--- config.mk ---
export PLATFORM = sky130hd
export DESIGN_NAME = pc_sequencer
export DESIGN_NICKNAME = d
export VERILOG_FILES = /design/src/rtl/pc_sequencer_pkg.sv /design/src/rtl/pc_sequencer_branch_target_gen.sv /design/src/rtl/pc_sequencer.sv
export SDC_FILE = /design/constraint.sdc
export NUM_CORES = 1
export LEC_CHECK = 0
export ABC_AREA = 1
export CAP_MARGIN = 20
export CORE_UTILIZATION = 45
export CTS_BUF_LIST = sky130_fd_sc_hd__clkbuf_4 sky130_fd_sc_hd__clkbuf_8
export CTS_CLUSTER_SIZE = 30
export DETAILED_ROUTE_END_ITERATION = 8
export DONT_BUFFER_PORTS = 1
export MAX_ROUTING_LAYER = met4
export PLACE_DENSITY = 0.65
export SYNTH_ARGS = -nofsm -noshare
export SYNTH_HDL_FRONTEND = slang
export SYNTH_SLANG_ARGS = --single-unit
export TNS_END_PERCENT = 100
--- constraint.sdc ---
create_clock -name clk -period 2.6 [get_ports clk]
set_clock_uncertainty 0.2 [all_clocks]
set_input_delay 0.26 -clock clk [delete_from_list [all_inputs] [get_ports clk]]
set_output_delay 0.26 -clock clk [all_outputs]
set_load 0.02 [all_outputs]
--- src/rtl/pc_sequencer_pkg.sv ---
// Shared types and constants for the fetch-stage PC sequencer.
// The state encoding is part of the debug interface (state_o), so keep the values fixed.
package pc_sequencer_pkg;

    typedef enum logic [1:0] {
        ST_BOOT     = 2'd0,
        ST_RUN      = 2'd1,
        ST_REDIRECT = 2'd2
    } state_e;

    localparam logic [31:0] PC_STEP = 32'd4;
    localparam int          CNT_W   = 3;

    function automatic logic [31:0] align_word(input logic [31:0] addr);
        return {addr[31:2], 2'b00};
    endfunction

endpackage

--- src/rtl/pc_sequencer_branch_target_gen.sv ---
// Combinational redirect-target generation: branch = PC+4 + (imm << 2),
// jump = {PC+4[31:28], idx, 2'b00}.
module branch_target_gen
    import pc_sequencer_pkg::*;
(
    input  logic [31:0] branch_pc4_i,
    input  logic [31:0] branch_imm_i,
    input  logic [31:0] jump_pc4_i,
    input  logic [25:0] jump_idx_i,
    output logic [31:0] branch_tgt_o,
    output logic [31:0] jump_tgt_o
);

    logic [31:0] branch_sum;
    logic        unused_bits;

    // imm[31:30] fall off the top of the shift; the sum wraps modulo 2^32.
    assign branch_sum   = branch_pc4_i + {branch_imm_i[29:0], 2'b00};
    assign branch_tgt_o = align_word(branch_sum);
    assign jump_tgt_o   = {jump_pc4_i[31:28], jump_idx_i, 2'b00};

    assign unused_bits  = ^{branch_imm_i[31:30], jump_pc4_i[27:0]};

endmodule

--- src/rtl/pc_sequencer.sv ---
// Fetch-stage controller: PC register, next-PC selection, redirect flushes
// and post-redirect fetch bubbles.
module pc_sequencer
    import pc_sequencer_pkg::*;
#(
    parameter logic [31:0] RESET_PC     = 32'h0000_0000,
    parameter int unsigned FLUSH_CYCLES = 1
) (
    input  logic        clk,
    input  logic        rst_n,
    input  logic        stall_i,
    input  logic        imem_ready_i,
    input  logic        branch_valid_i,
    input  logic        branch_taken_i,
    input  logic [31:0] branch_pc4_i,
    input  logic [31:0] branch_imm_i,
    input  logic        jump_valid_i,
    input  logic [31:0] jump_pc4_i,
    input  logic [25:0] jump_idx_i,
    output logic [31:0] pc_o,
    output logic [31:0] pc_plus4_o,
    output logic        fetch_valid_o,
    output logic        flush_if_id_o,
    output logic        flush_id_ex_o,
    output logic        redirect_o,
    output logic [1:0]  state_o
);

    localparam logic [CNT_W-1:0] FLUSH_LD = CNT_W'(FLUSH_CYCLES);

    state_e           state_q, state_d;
    logic [31:0]      pc_q, pc_d;
    logic [CNT_W-1:0] cnt_q, cnt_d;

    logic [31:0] branch_tgt;
    logic [31:0] jump_tgt;
    logic        active;
    logic        br_take;
    logic        jmp_take;
    logic        hold;

    branch_target_gen u_tgt (
        .branch_pc4_i (branch_pc4_i),
        .branch_imm_i (branch_imm_i),
        .jump_pc4_i   (jump_pc4_i),
        .jump_idx_i   (jump_idx_i),
        .branch_tgt_o (branch_tgt),
        .jump_tgt_o   (jump_tgt)
    );

    // Redirect requests are ignored in BOOT; a taken branch beats a jump and
    // any stall, while a stalled jump waits in ID.
    assign active   = (state_q != ST_BOOT);
    assign br_take  = active && branch_valid_i && branch_taken_i;
    assign jmp_take = active && !br_take && jump_valid_i && !stall_i;
    assign hold     = stall_i || !imem_ready_i;

    always_ff @(posedge clk or negedge rst_n) begin
        if (!rst_n) begin
            state_q <= ST_BOOT;
            pc_q    <= RESET_PC;
            cnt_q   <= '0;
        end else begin
            state_q <= state_d;
            pc_q    <= pc_d;
            cnt_q   <= cnt_d;
        end
    end

    always_comb begin
        state_d = state_q;
        pc_d    = pc_q;
        cnt_d   = cnt_q;

        if (state_q == ST_BOOT) begin
            state_d = ST_RUN;
        end else if (br_take || jmp_take) begin
            pc_d    = br_take ? branch_tgt : jump_tgt;
            cnt_d   = FLUSH_LD;
            state_d = (FLUSH_LD == '0) ? ST_RUN : ST_REDIRECT;
        end else if (state_q == ST_REDIRECT) begin
            // Bubbles count down regardless of stall; PC holds the new target.
            if (cnt_q <= CNT_W'(1)) begin
                state_d = ST_RUN;
                cnt_d   = '0;
            end else begin
                cnt_d   = cnt_q - CNT_W'(1);
            end
        end else if (!hold) begin
            pc_d = pc_q + PC_STEP;
        end
    end

    assign pc_o          = pc_q;
    assign pc_plus4_o    = pc_q + PC_STEP;
    assign fetch_valid_o = (state_q == ST_RUN);
    assign flush_if_id_o = br_take || jmp_take;
    assign flush_id_ex_o = br_take;
    assign redirect_o    = br_take || jmp_take;
    assign state_o       = state_q;

endmodule
== Word-level counts from Yosys, hierarchy flattened ==
Cells that the tools add are included.

* Register bits: 37
* Bits of input ports: 129
* Output and inout port bits: 70
* Word-level logic and storage cells: 41

* Add/sub/neg operators: 3
* Order comparisons: 1
* Equality and inequality tests: 4
* Mux-type cells: 11
* Bitwise operators: 1
* Reduce and logical (&&, ||, !) cells: 18

{| class="wikitable"
|+ Operators with widths
! cell !! number
|-
| $mux 32 || 4
|-
| $add 32x3->32 const B || 1
|-
| $add 32x32->32 || 1
|-
| $mux 3 || 3
|-
| $mux 2 || 4
|-
| $reduce_bool 3->1 || 2
|-
| $logic_and 1x1->1 || 5
|-
| $ne 2x2->1 const B || 2
|-
| $reduce_and 2->1 || 2
|-
| $reduce_bool 2->1 || 2
|-
| $le 3x1->1 const B || 1
|-
| $logic_not 1->1 || 3
|-
| $reduce_and 3->1 || 1
|-
| $sub 3x1->3 const B || 1
|-
| $eq 2x1->1 const B || 1
|-
| $eq 2x2->1 const B || 1
|-
| $logic_not 2->1 || 1
|-
| $logic_or 1x1->1 || 2
|-
| $not 1->1 || 1
|}

== Longest topological paths before layout ==
* Depth after elaboration: 10
* Depth in mapped cells: 15
* Depth with buffers taken out: 15

== Hierarchy ==
From an unflattened synthesis, not the netlist that was laid out.

* Cells, all modules: 935
* Area total of the unflattened synthesis: 5,380.2 sq um

{| class="wikitable"
|+ Modules (own cells, without submodules)
! module !! instances !! cells an instance !! area an instance (sq um) !! seq. area each (sq um)
|-
| pc_sequencer || 1 || 454 || 2,890.3 || 925.9
|-
| branch_target_gen || 1 || 481 || 2,489.9 || 0.0
|}

== Least setup slack after synthesis ==
OpenSTA, ideal clock, no wires.

* Path kind: register to register
* From: reg pc_q[2], in the netlist pc_o[2]
* To: reg pc_q[10], in the netlist pc_o[10]
* Library setup time: 64 ps
* Arrival time: 2,007 ps
* Required time: 2,336 ps
* Setup slack: 330 ps
* Stages on the path, launching flop included: 11
* Buffers on the path: 0
* Clock period less this slack: 2,270 ps
* Cell sequence: dfrtp_1 -> ha_1 -> inv_1 -> nor3_4 -> nand2_2 -> nor2_4 -> xor2_1 -> o21ai_1 -> o21ai_1 -> o21ai_1 -> inv_1

* Word-level cells in the longest chain between the ends: 4

{| class="wikitable"
|+ Ends and longest elaborated chain
! what !! RTL line !! RTL
|-
| start, declared || pc_sequencer.sv:32 || <nowiki>logic [31:0] pc_q, pc_d;</nowiki>
|-
| start signal, assigned || pc_sequencer.sv:65 || <nowiki>pc_q <= pc_d;</nowiki>
|-
| $add 32x3->32 || -- ||
|-
| net pc_plus4_o[10] || pc_sequencer.sv:21 || <nowiki>output logic [31:0] pc_plus4_o,</nowiki>
|-
| $mux 32 || pc_sequencer.sv:89 || <nowiki>end else if (!hold) begin</nowiki>
|-
| $mux 32 || pc_sequencer.sv:81 || <nowiki>end else if (state_q == ST_REDIRECT) begin</nowiki>
|-
| $mux 32 || pc_sequencer.sv:77 || <nowiki>end else if (br_take || jmp_take) begin</nowiki>
|}

The timed path passes the listed nets, and every way through them passes these cells. The select of a mux whose other input is x is not followed.
A chain may end at the register's enable or synchronous reset.

== Final worst setup path ==
* From: reg pc_q[13], in the netlist pc_o[13]
* To: out pc_plus4_o[19]

* Word-level cells in the longest chain between the ends: 1

{| class="wikitable"
|+ Ends and longest elaborated chain
! what !! RTL line !! RTL
|-
| $add 32x3->32 || pc_sequencer.sv:95 || <nowiki>assign pc_plus4_o = pc_q + PC_STEP;</nowiki>
|-
| end, declared || pc_sequencer.sv:21 ||
|}

Every way passes these cells.

==> impl_metrics.env <==
export IMPL_crit_path_top_delay_cell="dfrtp_1"
export IMPL_p_leak_nw=3.08
export IMPL_dp_hpwl_um=14100
export IMPL_max_freq_ghz=0.401
export IMPL_root_buffer="clkbuf_8"
export IMPL_synth_seq_cells=35
export IMPL_dpl_instance_area_um2=5420
export IMPL_drc=0
export IMPL_synth_compound_area_share=0.112
export IMPL_gp_congestion=0.976
export IMPL_wl_per_cell_um=16.1
export IMPL_powerDensity_nw_per_um2=933
export IMPL_final_cell_mix="nand2_1 (309), inv_1 (122), nor2_1 (86), nand3_1 (64), buf_4 (60)"
export IMPL_syn_area_per_cell_um2=5.70
export IMPL_design_area_um2=5650
export IMPL_antennaDiodeCount=0
export IMPL_path_max_fanout=5
export IMPL_num_vias=5651
export IMPL_cp_depth=6
export IMPL_whs_path_depth=4
export IMPL_grt_pass1_vias=5176
export IMPL_io_buffers=0
export IMPL_grt_start_max_net_pins=36
export IMPL_critical_path_startpoint_type="flop"
export IMPL_cts_tree="yes"
export IMPL_arrival_ps=2030
export IMPL_clock_sinks=35
export IMPL_cts_made_buffers=5
export IMPL_cp_cell_sequence="nand2_1 -> nor2_2 -> nand4_1 -> nor2_2 -> xor2_1 -> buf_4"
export IMPL_fin_crit_sh=0.959
export IMPL_yosysWarnings=0
export IMPL_dieArea_um2=11300
export IMPL_status="finished, final reports clean"
export IMPL_max_slew_margin=0.627
export IMPL_rows=37
export IMPL_core_um2=10500
export IMPL_drt_wl_total_um=17000
export IMPL_crit_required_ps=2140
export IMPL_antenna_found_initial=0
export IMPL_crit_family="simple AND/OR/NAND/NOR gates"
export IMPL_die_w_um=106
export IMPL_clock_latency_ps=300
export IMPL_yosys_area_share_simple=0.445
export IMPL_die_h_um=106
export IMPL_drive_gt1_frac=0.106
export IMPL_cpPeakStageDelay_ps=450
export IMPL_synthCells=862
export IMPL_cts_buffer_depth=2
export IMPL_io_pins=199
export IMPL_syn_area_um2=4910
export IMPL_fin_crit_ps=2490
export IMPL_crit_type="reg -> out"
export IMPL_synthXorXnorAreaFrac=0.0617
export IMPL_area_delta_synth_final_pct=15.1
export IMPL_dr_pass1_iters=5
export IMPL_drt_initial_drc_count=563
export IMPL_grt_usage=0.306
export IMPL_h_tree_depth=2
export IMPL_hold_viol=0
export IMPL_grt_overflow_total=0
export IMPL_muxShareOfSynthArea=0
export IMPL_path_common_cell="nor2_2"
export IMPL_num_nets_final=1077
export IMPL_ant_nets=0
export IMPL_vdd_drop_max_uv=648
export IMPL_layout_commonest_cell="nand2_1"
export IMPL_report_final_slew_viol_count=0
export IMPL_synthAdderAreaFrac=0.0856
export IMPL_synth_cell_types=45
export IMPL_hold_class="in -> reg"
export IMPL_synth_top_family_by_area="simple AND/OR/NAND/NOR gates"
export IMPL_reg2reg_depth=9
export IMPL_grt_first_pass_wirelength_um=26200
export IMPL_tightest_slew_ps=555
export IMPL_cp_num_buf_inv=1
export IMPL_synth_seq_area_share=0.178
export IMPL_initial_core_util=0.469
export IMPL_via_per_inst=5.37
export IMPL_finalSetupViolations=0
export IMPL_endpoint_kind="primary output"
export IMPL_fin_hold_ws_ps=18.0
export IMPL_path_clk_slew_ps=80
export IMPL_maxCapViolCount=0
per-stage QoR:
| stage | TNS, ps | total power, mW | cells | setup WS, ps | util |
|---|---|---|---|---|---|
| floorplan | 0 | 3.39 | 865 | 330 | - |
| global placement | 0 | 4.54 | 1038 | 222 | 0.518 |
| detailed placement | 0 | 4.59 | 1038 | 171 | 0.518 |
| CTS | 0 | 5.24 | 1050 | 44.9 | 0.536 |
| global route | -0.580 | 5.67 | 1052 | -0.580 | 0.540 |
| finish | 0 | 5.27 | 1052 | 106 | 0.540 |
cells by family (layout without fill, tap and decap cells):
| logic type | Yosys count | after routing |
|---|---|---|
| adder cells (fa/ha/maj) | 33 | 33 |
| AND/OR/NAND/NOR | 515 | 515 |
| other | 1 | 4 |
| AO/OA/AOI/OAI | 102 | 102 |
| XOR/XNOR | 32 | 32 |
| buffers and inverters | 144 | 195 |
| flip-flops | 35 | 35 |
Yosys cell counts, drive strengths merged:
cell type	n	area [um2]
a41oi	2	17.5
a21o	2	15.0
and2	3	18.8
a31oi	1	6.26
o21ai	48	240
nand2	313	1180
nor2	94	380
o32ai	1	8.76
clkbuf	9	33.8
o211ai	2	15.0
inv	123	462
nor3b	1	7.51
fa	1	20.0
conb	1	3.75
ha	32	400
dfrtp	35	876
or3	1	6.26
nor4	1	6.26
o21a	1	7.51
nand3	65	338
nor2b	1	6.26
a22oi	1	7.51
o21bai	4	30.0
xor2	22	200
nor3	13	86.3
o31ai	1	7.51
xnor2	10	103
nand4	13	81.3
a21oi	39	195
or2	4	25.0
buf	12	75.1
nand3b	6	45.0
where the power goes:
group / total (mW) / internal, mW / leakage (nW) / switching (mW)
clock: 0.609 / 0.394 / 0.0688 / 0.214
sequential: 1.16 / 0.811 / 0.412 / 0.354
combinational: 3.50 / 1.19 / 2.60 / 2.31
final cells by class:
class                           instances  area, um2
Clock inverter                          2       60.1
Clock buffer                            6       76.3
Tap cell                              136        170
Fill cell                            1131       4810
Inverter                              123        462
Timing Repair Buffer                   64        500
Sequential cell                        35        878
Multi-Input combinational cell        686       3500
tightest hold or removal path, stage by stage:
cell     delay [ps]
o21ai_0          60
nand2_1          60
nand2_1          40
nand2_1          40
sequential cells by signal (all words and copies together) (netlist names):
signal / flops
state_o: 2
pc_o: 30
cnt_q: 3
per-layer routing:
layer,GRT usage,part of all wire
met1,0.416,0.46
met2,0.501,0.46
met3,0.0392,0.075
met4,0.0342,0.0063
met5,-,0
what timing repair did:
| item | 4_1_cts | 5_1_grt |
|---|---|---|
| hold buffers | 4 | 0 |
| setup buffers | 0 | 2 |
| endpoints found under the hold margin | 37 | 0 |
| gates resized for setup | 0 | 8 |
| endpoints found under the setup margin | 0 | 8 |
worst paths after layout:
path                                      from        endpoint  slack, ps
worst max-delay path                  pc_o[13]  pc_plus4_o[19]        110
worst min-delay path            jump_pc4_i[30]        pc_o[30]         20
worst max register to register      state_o[1]        pc_o[15]        320
worst min register to register        cnt_q[2]        cnt_q[2]        380
max in group asynchronous                rst_n        pc_o[19]       1760
min in group asynchronous                rst_n      state_o[0]        220
(Power assumes the default switching activity.)
